$ cat config.mk
export PLATFORM = sky130hd
export DESIGN_NAME = score_keeper_flat
export DESIGN_NICKNAME = d
export VERILOG_FILES = /design/src/rtl/score_keeper_pkg.sv /design/src/rtl/score_keeper_if.sv /design/src/rtl/score_keeper_bcd_digit_add.sv /design/src/rtl/score_keeper.sv /design/src/flat_wrapper.sv
export SDC_FILE = /design/constraint.sdc
export NUM_CORES = 1
export LEC_CHECK = 0
export ABC_AREA = 1
export CAP_MARGIN = 10
export CORE_MARGIN = 2
export CORE_UTILIZATION = 37
export DETAILED_ROUTE_END_ITERATION = 10
export HOLD_SLACK_MARGIN = 0.06
export PLACE_DENSITY = 0.67
export RECOVER_POWER = 100
export SETUP_SLACK_MARGIN = 0.15
export SLEW_MARGIN = 20
export SYNTH_ARGS = -nofsm -noshare
export SYNTH_HDL_FRONTEND = slang
export SYNTH_HIERARCHICAL = 1
export SYNTH_SLANG_ARGS = --single-unit
$ cat constraint.sdc
create_clock -name CLK -period 4.03 [get_ports CLK]
set_clock_uncertainty 0.1 [all_clocks]
set_input_delay 0.6045 -clock CLK [delete_from_list [all_inputs] [get_ports CLK]]
set_output_delay 0.6045 -clock CLK [all_outputs]
set_load 0.05 [all_outputs]
$ cat src/rtl/score_keeper_pkg.sv
// Shared types and constants for the score keeper.
//   grade_e : graded hit from the arrow judge (MISS/GOOD/GREAT/PERFECT)
//   state_e : score FSM states
//   BcdMaxScore / BcdMaxCombo : saturation values in BCD
package score_keeper_pkg;

  typedef enum logic [1:0] {
    GMiss    = 2'd0,
    GGood    = 2'd1,
    GGreat   = 2'd2,
    GPerfect = 2'd3
  } grade_e;

  typedef enum logic [1:0] {
    StIdle = 2'd0,
    StAdd  = 2'd1,
    StAdd2 = 2'd2
  } state_e;

  localparam int unsigned NumScoreDigits = 6;
  localparam logic [23:0] BcdMaxScore    = 24'h999999;
  localparam logic [7:0]  BcdMaxCombo    = 8'h99;

endpackage

$ cat src/rtl/score_keeper_if.sv
// Hit/display bundle between the arrow judge, the score keeper and the display mux.
//   clear      : new-song clear pulse (master -> slave)
//   hit_valid  : graded hit offered (master -> slave)
//   hit_grade  : 0=MISS 1=GOOD 2=GREAT 3=PERFECT (master -> slave)
//   hit_ready  : keeper can accept a hit (slave -> master)
//   busy       : score addition in progress (slave -> master)
//   disp_value : {combo[7:0], score[23:0]} BCD, digit0 in [3:0] (slave -> master)
interface score_keeper_if;
  logic        clear;
  logic        hit_valid;
  logic [1:0]  hit_grade;
  logic        hit_ready;
  logic        busy;
  logic [31:0] disp_value;

  modport master (
    output clear, hit_valid, hit_grade,
    input  hit_ready, busy, disp_value
  );

  modport slave (
    input  clear, hit_valid, hit_grade,
    output hit_ready, busy, disp_value
  );
endinterface

$ cat src/rtl/score_keeper_bcd_digit_add.sv
// One-digit BCD adder: a_i + b_i + cin_i -> sum_o (0-9), cout_o. Purely combinational.
//   a_i, b_i : BCD digits (0-9)
//   cin_i    : carry in
//   sum_o    : BCD sum digit
//   cout_o   : decimal carry out
module score_keeper_bcd_digit_add (
  input  logic [3:0] a_i,
  input  logic [3:0] b_i,
  input  logic       cin_i,
  output logic [3:0] sum_o,
  output logic       cout_o
);
  logic [4:0] raw;

  assign raw    = {1'b0, a_i} + {1'b0, b_i} + {4'b0000, cin_i};
  assign cout_o = (raw > 5'd9);
  assign sum_o  = cout_o ? 4'(raw - 5'd10) : raw[3:0];
endmodule

$ cat src/rtl/score_keeper.sv
// Score keeper feeding the 8-digit 7-segment multiplexer.
// Accepts graded hits, keeps a 6-digit BCD score and a 2-digit BCD combo, and presents them
// as disp_value = {combo, score}. The score is added one BCD digit per cycle into a working
// register; disp_value only changes when a full (possibly saturated) sum is committed.
// Ports:
//   CLK  : clock, all logic on posedge
//   RST  : synchronous active-high reset
//   bus  : score_keeper_if.slave (clear, hit_valid/hit_grade/hit_ready, busy, disp_value)
// Build option: define SCORE_COMBO_BONUS_EN to add the points twice (second pass in StAdd2)
// when the pre-increment combo is at or above BONUS_COMBO.
module score_keeper
  import score_keeper_pkg::*;
#(
  parameter logic [23:0] PTS_GOOD    = 24'h000010,
  parameter logic [23:0] PTS_GREAT   = 24'h000020,
  parameter logic [23:0] PTS_PERFECT = 24'h000050,
  parameter logic [7:0]  BONUS_COMBO = 8'h10
) (
  input logic           CLK,
  input logic           RST,
  score_keeper_if.slave bus
);

  state_e      state_q, state_d;
  logic [23:0] score_q, score_d;
  logic [7:0]  combo_q, combo_d;
  logic [23:0] work_q,  work_d;
  logic [23:0] pts_q,   pts_d;
  logic [2:0]  digit_q, digit_d;
  logic        carry_q, carry_d;
`ifdef SCORE_COMBO_BONUS_EN
  logic        bonus_q, bonus_d;
`else
  logic        unused_bonus_combo;
  assign unused_bonus_combo = ^BONUS_COMBO;
`endif

  logic        accept;
  logic [23:0] hit_pts;
  logic [4:0]  nib_lsb;
  logic [3:0]  add_a, add_b, add_sum;
  logic        add_cout;
  logic        last_digit;
  logic [23:0] pass_sum, pass_result;
  logic [3:0]  cinc_lo, cinc_hi;
  logic        cinc_lo_cout, unused_cinc_hi_cout;
  logic [7:0]  combo_inc;

  assign accept     = (state_q == StIdle) && bus.hit_valid;
  assign last_digit = (digit_q == 3'(NumScoreDigits - 1));

  always_comb begin
    hit_pts = '0;
    unique case (grade_e'(bus.hit_grade))
      GMiss:    hit_pts = '0;
      GGood:    hit_pts = PTS_GOOD;
      GGreat:   hit_pts = PTS_GREAT;
      GPerfect: hit_pts = PTS_PERFECT;
      default:  hit_pts = '0;
    endcase
  end

  // Serial score path: digit digit_q of work + pts + held carry.
  assign nib_lsb = {digit_q, 2'b00};
  assign add_a   = work_q[nib_lsb +: 4];
  assign add_b   = pts_q[nib_lsb +: 4];

  score_keeper_bcd_digit_add u_score_add (
    .a_i    (add_a),
    .b_i    (add_b),
    .cin_i  (carry_q),
    .sum_o  (add_sum),
    .cout_o (add_cout)
  );

  always_comb begin
    pass_sum                 = work_q;
    pass_sum[nib_lsb +: 4]   = add_sum;
  end

  // Carry out of the top digit means the true sum exceeds 999999.
  assign pass_result = add_cout ? BcdMaxScore : pass_sum;

  // Combo increment: +1 into the low digit, ripple into the high digit.
  score_keeper_bcd_digit_add u_combo_lo (
    .a_i    (combo_q[3:0]),
    .b_i    (4'd0),
    .cin_i  (1'b1),
    .sum_o  (cinc_lo),
    .cout_o (cinc_lo_cout)
  );

  score_keeper_bcd_digit_add u_combo_hi (
    .a_i    (combo_q[7:4]),
    .b_i    (4'd0),
    .cin_i  (cinc_lo_cout),
    .sum_o  (cinc_hi),
    .cout_o (unused_cinc_hi_cout)
  );

  assign combo_inc = {cinc_hi, cinc_lo};

  always_comb begin
    state_d = state_q;
    score_d = score_q;
    combo_d = combo_q;
    work_d  = work_q;
    pts_d   = pts_q;
    digit_d = digit_q;
    carry_d = carry_q;
`ifdef SCORE_COMBO_BONUS_EN
    bonus_d = bonus_q;
`endif

    unique case (state_q)
      StIdle: begin
        if (accept) begin
          if (grade_e'(bus.hit_grade) == GMiss) begin
            combo_d = '0;
          end else begin
            combo_d = (combo_q == BcdMaxCombo) ? combo_q : combo_inc;
            work_d  = score_q;
            pts_d   = hit_pts;
            digit_d = '0;
            carry_d = 1'b0;
`ifdef SCORE_COMBO_BONUS_EN
            // Bonus is judged on the combo before this hit counts.
            bonus_d = (combo_q >= BONUS_COMBO);
`endif
            state_d = StAdd;
          end
        end
      end

      StAdd, StAdd2: begin
        work_d  = pass_sum;
        carry_d = add_cout;
        digit_d = digit_q + 3'd1;
        // The commit happens on the edge that closes the last digit, so the new score and
        // hit_ready=1 both appear in the following cycle.
        if (last_digit) begin
          digit_d = '0;
          carry_d = 1'b0;
`ifdef SCORE_COMBO_BONUS_EN
          if ((state_q == StAdd) && bonus_q) begin
            work_d  = pass_result;
            state_d = StAdd2;
          end else begin
            score_d = pass_result;
            state_d = StIdle;
          end
`else
          score_d = pass_result;
          state_d = StIdle;
`endif
        end
      end

      default: state_d = StIdle;
    endcase

    // Clear beats everything except reset and drops any addition in flight.
    if (bus.clear) begin
      state_d = StIdle;
      score_d = '0;
      combo_d = '0;
      work_d  = '0;
      pts_d   = '0;
      digit_d = '0;
      carry_d = 1'b0;
`ifdef SCORE_COMBO_BONUS_EN
      bonus_d = 1'b0;
`endif
    end
  end

  always_ff @(posedge CLK) begin
    if (RST) begin
      state_q <= StIdle;
      score_q <= '0;
      combo_q <= '0;
      work_q  <= '0;
      pts_q   <= '0;
      digit_q <= '0;
      carry_q <= 1'b0;
`ifdef SCORE_COMBO_BONUS_EN
      bonus_q <= 1'b0;
`endif
    end else begin
      state_q <= state_d;
      score_q <= score_d;
      combo_q <= combo_d;
      work_q  <= work_d;
      pts_q   <= pts_d;
      digit_q <= digit_d;
      carry_q <= carry_d;
`ifdef SCORE_COMBO_BONUS_EN
      bonus_q <= bonus_d;
`endif
    end
  end

  assign bus.hit_ready  = (state_q == StIdle);
  assign bus.busy       = (state_q != StIdle);
  assign bus.disp_value = {combo_q, score_q};

endmodule

$ cat src/flat_wrapper.sv
// flat-port wrapper written by rule: the top's interface ports become plain ports
module score_keeper_flat import score_keeper_pkg::*;
#(
  parameter logic [23:0] PTS_GOOD    = 24'h000010,
  parameter logic [23:0] PTS_GREAT   = 24'h000020,
  parameter logic [23:0] PTS_PERFECT = 24'h000050,
  parameter logic [7:0]  BONUS_COMBO = 8'h10
)
  (CLK, RST, bus_clear, bus_hit_valid, bus_hit_grade, bus_hit_ready, bus_busy, bus_disp_value);
  score_keeper_if bus_i ();
  input logic CLK;
  input logic RST;
  input wire logic [$bits(bus_i.clear)-1:0] bus_clear;
  input wire logic [$bits(bus_i.hit_valid)-1:0] bus_hit_valid;
  input wire logic [$bits(bus_i.hit_grade)-1:0] bus_hit_grade;
  output wire logic [$bits(bus_i.hit_ready)-1:0] bus_hit_ready;
  output wire logic [$bits(bus_i.busy)-1:0] bus_busy;
  output wire logic [$bits(bus_i.disp_value)-1:0] bus_disp_value;
  assign bus_i.clear = bus_clear;
  assign bus_i.hit_valid = bus_hit_valid;
  assign bus_i.hit_grade = bus_hit_grade;
  assign bus_hit_ready = bus_i.hit_ready;
  assign bus_busy = bus_i.busy;
  assign bus_disp_value = bus_i.disp_value;
  score_keeper #(.PTS_GOOD(PTS_GOOD), .PTS_GREAT(PTS_GREAT), .PTS_PERFECT(PTS_PERFECT), .BONUS_COMBO(BONUS_COMBO)) u_core (.CLK(CLK), .RST(RST), .bus(bus_i));
endmodule
==> flow_summary.yaml <==
logic_synthesis:
  syn_avg_cell_area_um2: 6.602
  ys_types: 33
  synth_ff_type: "dfxtp_1"
  synth.largest_area_cell: "dfxtp_1"
  synthCells: 644
  netlist.area_leader.share: 0.3014
  synth_area_leaders: "dfxtp_1 30%, nand2_1 14%, inv_1 8.5%"
  yosys-top-cells-count: "155 x nand2_1, 96 x inv_1, 64 x dfxtp_1"
  synth_area_mm2: 0.004252
  synth-seq-cells: 64
  synth_warnings: 6
  async_flop_share: 0
  yosys.cell_count.top_type: "nand2_1"
  yosysSeqAreaShare: 0.3014
  synth_edf_count: 0
detailed_routing:
  drcViolationCount: 0
  viasPerCell: 5.228
  vias: 4376
  drtIter0Drc: 395
  first_pass_iters: 5
  drt-total-wl_mm: 11.94
  routedWlPerCell_um: 14.27
  ant_nets: 0
die:
  start_util: 0.3756
  die_h_um: 111.2
  die_w_um: 111.2
  boundaryPins: 40
  rows: 39
  die_area_mm2: 0.01236
  fp.coreArea_mm2: 0.01132
worst_setup_path:
  regToRegSetupSlack_ns: 0.27
  rr_startpoint: "u_core/combo_q[0]$_SDFFE_PP0P_"
  r2r_end: "u_core/combo_q[6]$_SDFFE_PP0P_"
  r2r_cells: 20
  critPathKind: "flip-flop to flip-flop"
  end_kind: "flip-flop"
  critPathLaunchType: "flip-flop"
  cp.arrival_ns: 3.92
  cp.required_ns: 4.19
  critPathMaxFanout: 4
timing:
  finalCritPeriodShare: 0.9319
  final-setup-viol-count: 0
  rsz0062_at_grt: "no"
  fin_tns_setup_ns: 0
  max_freq_mhz: 266.3
  min_period_ns: 3.755
  setup_slack_ns: 0.2745
  whs_ns: 0.3579
  relSlewSlack: 0.5656
  worst_pin_slew_ns: 0.6501
  drv_slew: 0
  hold_viol: 0
clock_network:
  ctsHoldBuffers: 0
  cts_buffers: 9
  cts_tree: "done"
  clockBufferDepth: 2
  cts-resized-gates: 4
  path_clk_slew_ns: 0.06
  h-tree-depth: 3
  post-cts-setup-buffer-count: 0
  cts-root-buf: "clkbuf_16"
  insertion_delay_ns: 0.34
  numClockSinks: 64
placement:
  place_congestion: 0.9444
  hpwlAfterDp_mm: 8.790
  place_ws_ns: 0.02558
  portBuffers: 39
global_route:
  overflow: 0
  grt_max_degree: 28
  grt_pass1_vias: 4240
  grt_pass1_wl_mm: 19.91
  track_usage: 0.1958
  antenna_found_initial: 0
layout:
  antennaDiodeCount: 0
  fin_nets: 723
  regArea_mm2: 0.001285
  drive_above_1_share: 0.08646
  areaGrowthSynthToFinish_pct: 19.66
  multi_input_area_mm2: 0.002547
  nFillCells: 1188
min_path:
  min_path_type: "flip-flop to flip-flop"
  worstHoldEndpoint: "u_core/score_q[12]$_SDFFE_PP0P_"
  hp-start: "u_core/score_q[12]$_SDFFE_PP0P_"
  whs_path_depth: 2
pwr:
  peakVddDrop_mv: 0.2611
  p_leak_nw: 2.398
  power.density_mw_per_mm2: 333.0
run_status:
  outcome: "finished, final reports clean"
run:
  drv_cap: 0
## registers in the layout, summed over array words and instances, names as in the netlist
register,count
u_core/work_q,24
u_core/digit_q,3
u_core/score_q,24
u_core/combo_q,8
u_core/carry_q,1
u_core/state_q,1
u_core/pts_q,3
## cell usage in the layout, fill, tap and decap left out, types with 2 or more instances in the layout
cell             count
nand2_4              7
fa_2                 3
clkbuf_1             2
o211ai_1             2
clkdlybuf4s50_1      3
clkbuf_16            9
clkbuf_8             2
o21a_1               5
nor2_1              41
nand2_2             13
ha_1                17
a31oi_1              2
inv_2                4
nand4_1              4
a21oi_1             46
inv_1               96
nand2_1            156
nor3_1               2
fa_1                 3
a21oi_4              4
nor2_8               2
nand3_1             64
buf_4                6
o21ai_0             63
nor2_2               2
conb_1              12
a21oi_2              2
dfxtp_1             61
o21bai_1             2
o22ai_1             15
dlygate4sd3_1       36
dfxtp_2              3
## layout make-up
cell class / count / area share
Sequential cell: 64 / 0.2526
Inverter: 100 / 0.07378
Multi-Input combinational cell: 471 / 0.5007
Timing Repair Buffer: 46 / 0.08633
Clock buffer: 12 / 0.05042
Clock inverter: 1 / 0.0009838
Tap cell: 143 / 0.03517
## cells by family after synthesis
| kind of cell | after synthesis | synth area share |
|---|---|---|
| AO/OA/AOI/OAI | 143 | 0.1898 |
| adder cells (fa/ha/maj) | 25 | 0.08417 |
| buffers and inverters | 119 | 0.1118 |
| flip-flops | 64 | 0.3014 |
| other | 2 | 0.001766 |
| AND/OR/NAND/NOR | 291 | 0.3111 |
## layer usage
layer / vias to the layer above / GRT usage / routed length (um)
li1: 2169 / - / -
met1: 2032 / 0.2524 / 5369
met2: 155 / 0.3228 / 5654
met3: 20 / 0.05085 / 728
met4: 0 / 0.05844 / 188
met5: - / 0 / 0
## report_power, final
part	switching (mW)	internal [mW]
Clock	0.264	0.437
Sequential	0.0105	0.645
Combinational	0.225	0.112
## worst max-delay path by stage
| stage | startpoint | to | slack (ns) | cells past startpoint |
|---|---|---|---|---|
| floorplan | u_core/combo_q[0]$_SDFFE_PP0P_ | u_core/combo_q[7]$_SDFFE_PP0P_ | 0.18 | 21 |
| global placement | u_core/combo_q[0]$_SDFFE_PP0P_ | u_core/combo_q[7]$_SDFFE_PP0P_ | 0.17 | 20 |
| detailed placement | u_core/combo_q[0]$_SDFFE_PP0P_ | u_core/combo_q[6]$_SDFFE_PP0P_ | 0.03 | 21 |
| CTS | u_core/combo_q[0]$_SDFFE_PP0P_ | u_core/combo_q[6]$_SDFFE_PP0P_ | 0.21 | 21 |
| global route | u_core/digit_q[1]$_SDFFE_PP0P_ | u_core/work_q[6]$_SDFFE_PP0P_ | 0.1 | 23 |
| finish | u_core/combo_q[0]$_SDFFE_PP0P_ | u_core/combo_q[6]$_SDFFE_PP0P_ | 0.27 | 20 |
## critical path: stages (launching register included)
cell and delay [ns]:
dfxtp_2 0.34, fa_1 0.48, fa_2 0.36, inv_1 0.07, nand2_2 0.07, nand2_4 0.09
ha_4 0.16, a21oi_4 0.04, nand2_4 0.10, nand2_4 0.06, fa_2 0.37, fa_2 0.57
inv_1 0.06, ha_2 0.20, a21oi_4 0.14, nand2_4 0.08, nand2_4 0.06, nand2_1 0.05
nand2_1 0.05, nand3_1 0.07, a21oi_1 0.15
## stage by stage
step	util	power, mW	instance area [um2]	instances
2_1_floorplan	-	0.9222	4290	654
3_3_place_gp	0.4251	0.9865	4812	824
3_5_place_dp	0.4251	0.9957	4812	824
4_1_cts	0.4497	1.703	5091	837
5_1_grt	0.4494	1.775	5087	837
6_report	0.4494	1.694	5087	837
(Power assumes the default switching activity.)
==> edit 1: new RTL, same settings <==
Build with the macro `SCORE_COMBO_BONUS_EN` defined.
--- a/src/rtl/score_keeper.sv
+++ b/src/rtl/score_keeper.sv
@@ -10,2 +10,4 @@
 // when the pre-increment combo is at or above BONUS_COMBO.
+`define SCORE_COMBO_BONUS_EN
+
 module score_keeper
Function: same outputs for any inputs over 10 cycles, from zero or initial values; that may be too few to reach the edited logic, so the function may still have changed.
==> edit 1 against the original RTL <==
- cell area grew 9.0%
- worst hold slack gained 0.012 ns
- sequential cell count grew 2
- worst setup slack lost 0.022 ns
- area after synthesis grew 8.1%
- clock power grew 13%
- largest power group unchanged
- power grew 18%
- sequential power grew 5.9%
- fmax shrank 0.59%
- wire length grew 2.7%
- combinational power grew 50%
- global-route usage shrank 0.29 points
==> edit 1: results (changes against the original RTL) <==
| Metric | Value |
|---|---|
| GR Util All Layers | 19.3% (was 19.6%) |
| Clk pwr share | 39.8% (was 41.4%) |
| Maximum VDD drop | 0.000193 V (was 0.000261 V) |
| Leak | 0.00252 µW (was 0.00240 µW) |
| Pwr Density | 360 mW/mm² (was 333 mW/mm²) |
| DR vias | 4612 (was 4376) |
| Seq/total area | 23.9% (was 25.3%) |
| Initial DRC Count | 321 (was 395) |
| Vias in the first global route | 4200 (was 4240) |
| Via/cell ratio | 5.02 (was 5.23) |
| Area of the multi-input gates | 0.00286 mm² (was 0.00255 mm²) |
| First-pass GRT wire length | 20700 µm (was 19900 µm) |
| Routability congestion estimate | 0.942 (was 0.944) |
| Top cells by area, synth | dfxtp_1 29%, nand2_1 14%, a21oi_1 9.4%, nand3_1 8.6%, inv_1 6.5% (was dfxtp_1 30%, nand2_1 14%, inv_1 8.5%, nand3_1 7.4%, o21ai_0 7.1%) |
| Critical path arrival | 3.96 ns (was 3.92 ns) |
| Net count, final | 779 (was 723) |
| Post-Synth XOR/XNOR Area | 0.191% (was 0%) |
| Wirelength, routed | 12300 µm (was 11900 µm) |
| Non-Clock Buffer Count | 56 (was 46) |
| Largest net degree at the start of global routing | 42 (was 28) |
| Outcome | finished clean (unchanged) |
| NonClk Buf Share | 9.30% (was 8.63%) |
| Share of layout cells above drive strength 1 | 11.3% (was 8.65%) |
| Synthesized area per cell | 6.65 µm² (was 6.60 µm²) |
| Syn Inst Count | 691 (was 644) |
| Total placed instance area | 0.00522 mm² (was 0.00481 mm²) |
| Placed insts | 901 (was 824) |
| Seq cells | 66 (was 64) |
| Compound-Gate Fraction of Synth Area | 17.5% (was 19.0%) |
| Dpl hpwl | 8810 µm (was 8790 µm) |
| Worst slack, placed | 0.0972 ns (was 0.0256 ns) |
| Clock buf/inv share | 5.39% (was 5.14%) |
| Worst R2R Path Depth | 22 (was 20) |
| Sw Share | 31.8% (was 29.5%) |
| Switch Pwr | 634 µW (was 499 µW) |
| Commonest cells in the synthesized netlist | 175 x nand2_1, 86 x a21oi_1, 80 x inv_1 (was 155 x nand2_1, 96 x inv_1, 64 x dfxtp_1) |
==> edit 1: changes by cell type after synthesis, moves of 5 or more <==
cell,delta
nand3_1,+16
o21ai_0,-17
inv_1,-16
nand2_1,+20
buf_6,+5
a21oi_1,+40
o22ai_1,-15
o21a_1,-5
==> edit 1: routing by layer <==
metal / track usage (%) / routed length (µm) / up-vias
met5: 0 / 0 / -
met4: 6.18 / 198 / 0
met3: 3.03 / 487 / 11
met2: 29.6 / 5280 / 113
met1: 27.8 / 6300 / 2126
li1: - / - / 2362
==> edit 1: worst min-delay path by stage <==
stage / end / start / slack [ns]
after detailed placement: u_core/pts_q[4] / u_core/pts_q[4] / 0.37
after global placement: u_core/pts_q[4] / u_core/pts_q[4] / 0.35
after floorplan: u_core/pts_q[5] / u_core/pts_q[5] / 0.34
final: u_core/pts_q[6] / u_core/pts_q[6] / 0.37
after CTS: u_core/pts_q[4] / u_core/pts_q[4] / 0.37
after global routing: u_core/score_q[13] / u_core/score_q[13] / 0.40
==> edit 2: new RTL, config.mk and constraints unchanged <==
Without the edit above. Make the reset (`RST`) asynchronous in one clocked block. Comments in the files are not updated.
--- a/src/rtl/score_keeper.sv
+++ b/src/rtl/score_keeper.sv
@@ -176,3 +176,3 @@
 
-  always_ff @(posedge CLK) begin
+  always_ff @(posedge CLK or posedge RST) begin
     if (RST) begin
Check against the original RTL: differs if RST is asserted again (counterexample within 4 cycles, from zero or initial values and one cycle with RST high); with RST held inactive, the same outputs for 10 cycles.
==> edit 2 against the original RTL <==
- the flow now finishes with violations (capacitance limit, slew limit)
- critical path depth unchanged
- area after synthesis rose by 9.4%
- cell area is 9.5% higher
- final cell count rose by 4.8%
- wire length is 10% higher
- synthesized cell count rose by 0.93%
- worst setup slack worse by 0.019 ns
- sequential cell count unchanged
Power is not compared: it rests on default switching activity, and its combinational part moved more than twofold at a synthesized area within 25%.
==> edit 2: results (changes against the original RTL) <==
| Metric | Value |
|---|---|
| R2R Path End | u_core/combo_q[5] (was u_core/combo_q[6]) |
| Initial antenna violation count | 1 (was 0) |
| Max-cap viol count | 2 (was 0) |
| M1 wire length | 5880 µm (was 5370 µm) |
| Placed insts | 859 (was 824) |
| First-pass GRT wire length | 21500 µm (was 19900 µm) |
| Non-clk invs | 86 (was 100) |
| Most common flop cell mapped by yosys | dfrtp_1 (was dfxtp_1) |
| Wirelength, routed | 13200 µm (was 11900 µm) |
| Largest net degree at the start of global routing | 38 (was 28) |
| Commonest cells in the synthesized netlist | 181 x nand2_1, 96 x nand3_1, 74 x inv_1 (was 155 x nand2_1, 96 x inv_1, 64 x dfxtp_1) |
| Met2 wire length | 6180 µm (was 5650 µm) |
| Global Route met3 Usage | 3.53% (was 5.08%) |
| Post-synthesis adder-cell area fraction | 7.69% (was 8.42%) |
| M2 GR Usage | 33.0% (was 32.3%) |
| Die area | 0.0135 mm² (was 0.0124 mm²) |
| Initial DRC Count | 336 (was 395) |
| Non-Clock Buffer Count | 50 (was 46) |
| NonClk Buf Share | 8.31% (was 8.63%) |
| Net count, final | 735 (was 723) |
| Slew Viols, Final | 46 (was 0) |
| Met1 global-route usage | 27.9% (was 25.2%) |
| Share of the yosys chip area belonging to registers | 34.4% (was 30.1%) |
| GR Util All Layers | 20.6% (was 19.6%) |
| Syn Inst Count | 650 (was 644) |
| Vias in the first global route | 4373 (was 4240) |
| Share of layout cells above drive strength 1 | 11.0% (was 8.65%) |
| Reg area | 0.00161 mm² (was 0.00128 mm²) |
| Violated checks | capacitance limit, slew limit |
| Slew HR | -34.2% (was 56.6%) |
| Count of multi-input gates | 493 (was 471) |
| Final min period | 3.77 ns (was 3.76 ns) |
| Hold endpoint | u_core/score_q[7] (was u_core/score_q[12]) |
| Multi-input gate share of total cell area | 47.8% (was 50.1%) |
| Resized cells post-CTS | 2 (was 4) |
| Routability congestion estimate | 0.994 (was 0.944) |
| Outcome | finished, violations left (was finished clean) |
| Via/cell ratio | 5.15 (was 5.23) |
| Compound-Gate Fraction of Synth Area | 11.6% (was 19.0%) |
| Worst Min Path Start | u_core/score_q[7] (was u_core/score_q[12]) |
==> edit 2: changes by cell type in the layout (fill, tap and decap cells not counted), sizes merged, moves of 5 or more <==
cell | unedited run | this run
o211ai | 2 | 10
nor3 | 2 | 7
nand2 | 176 | 201
dfrtp | 0 | 64
inv | 100 | 86
o21a | 5 | 0
o22ai | 15 | 6
nor2 | 45 | 51
dfxtp | 64 | 0
nand3 | 64 | 100
a21oi | 52 | 33
o21ai | 64 | 35
==> edit 2: stage by stage <==
step	power, µW	utilization, %
floorplan	2020	-
global placement	2360	43.1
finish	3220	45.8
CTS	3220	45.7
global route	3460	45.8
detailed placement	2400	43.1
==> edit 2: where the power goes <==
group / internal [µW] / leakage [µW] / total (µW) / switching (µW)
registers: 726 / 0.000859 / 822 / 95.7
clock network: 497 / 0.000153 / 794 / 297
logic: 549 / 0.00187 / 1600 / 1050
total: 1770 / 0.00288 / 3220 / 1450
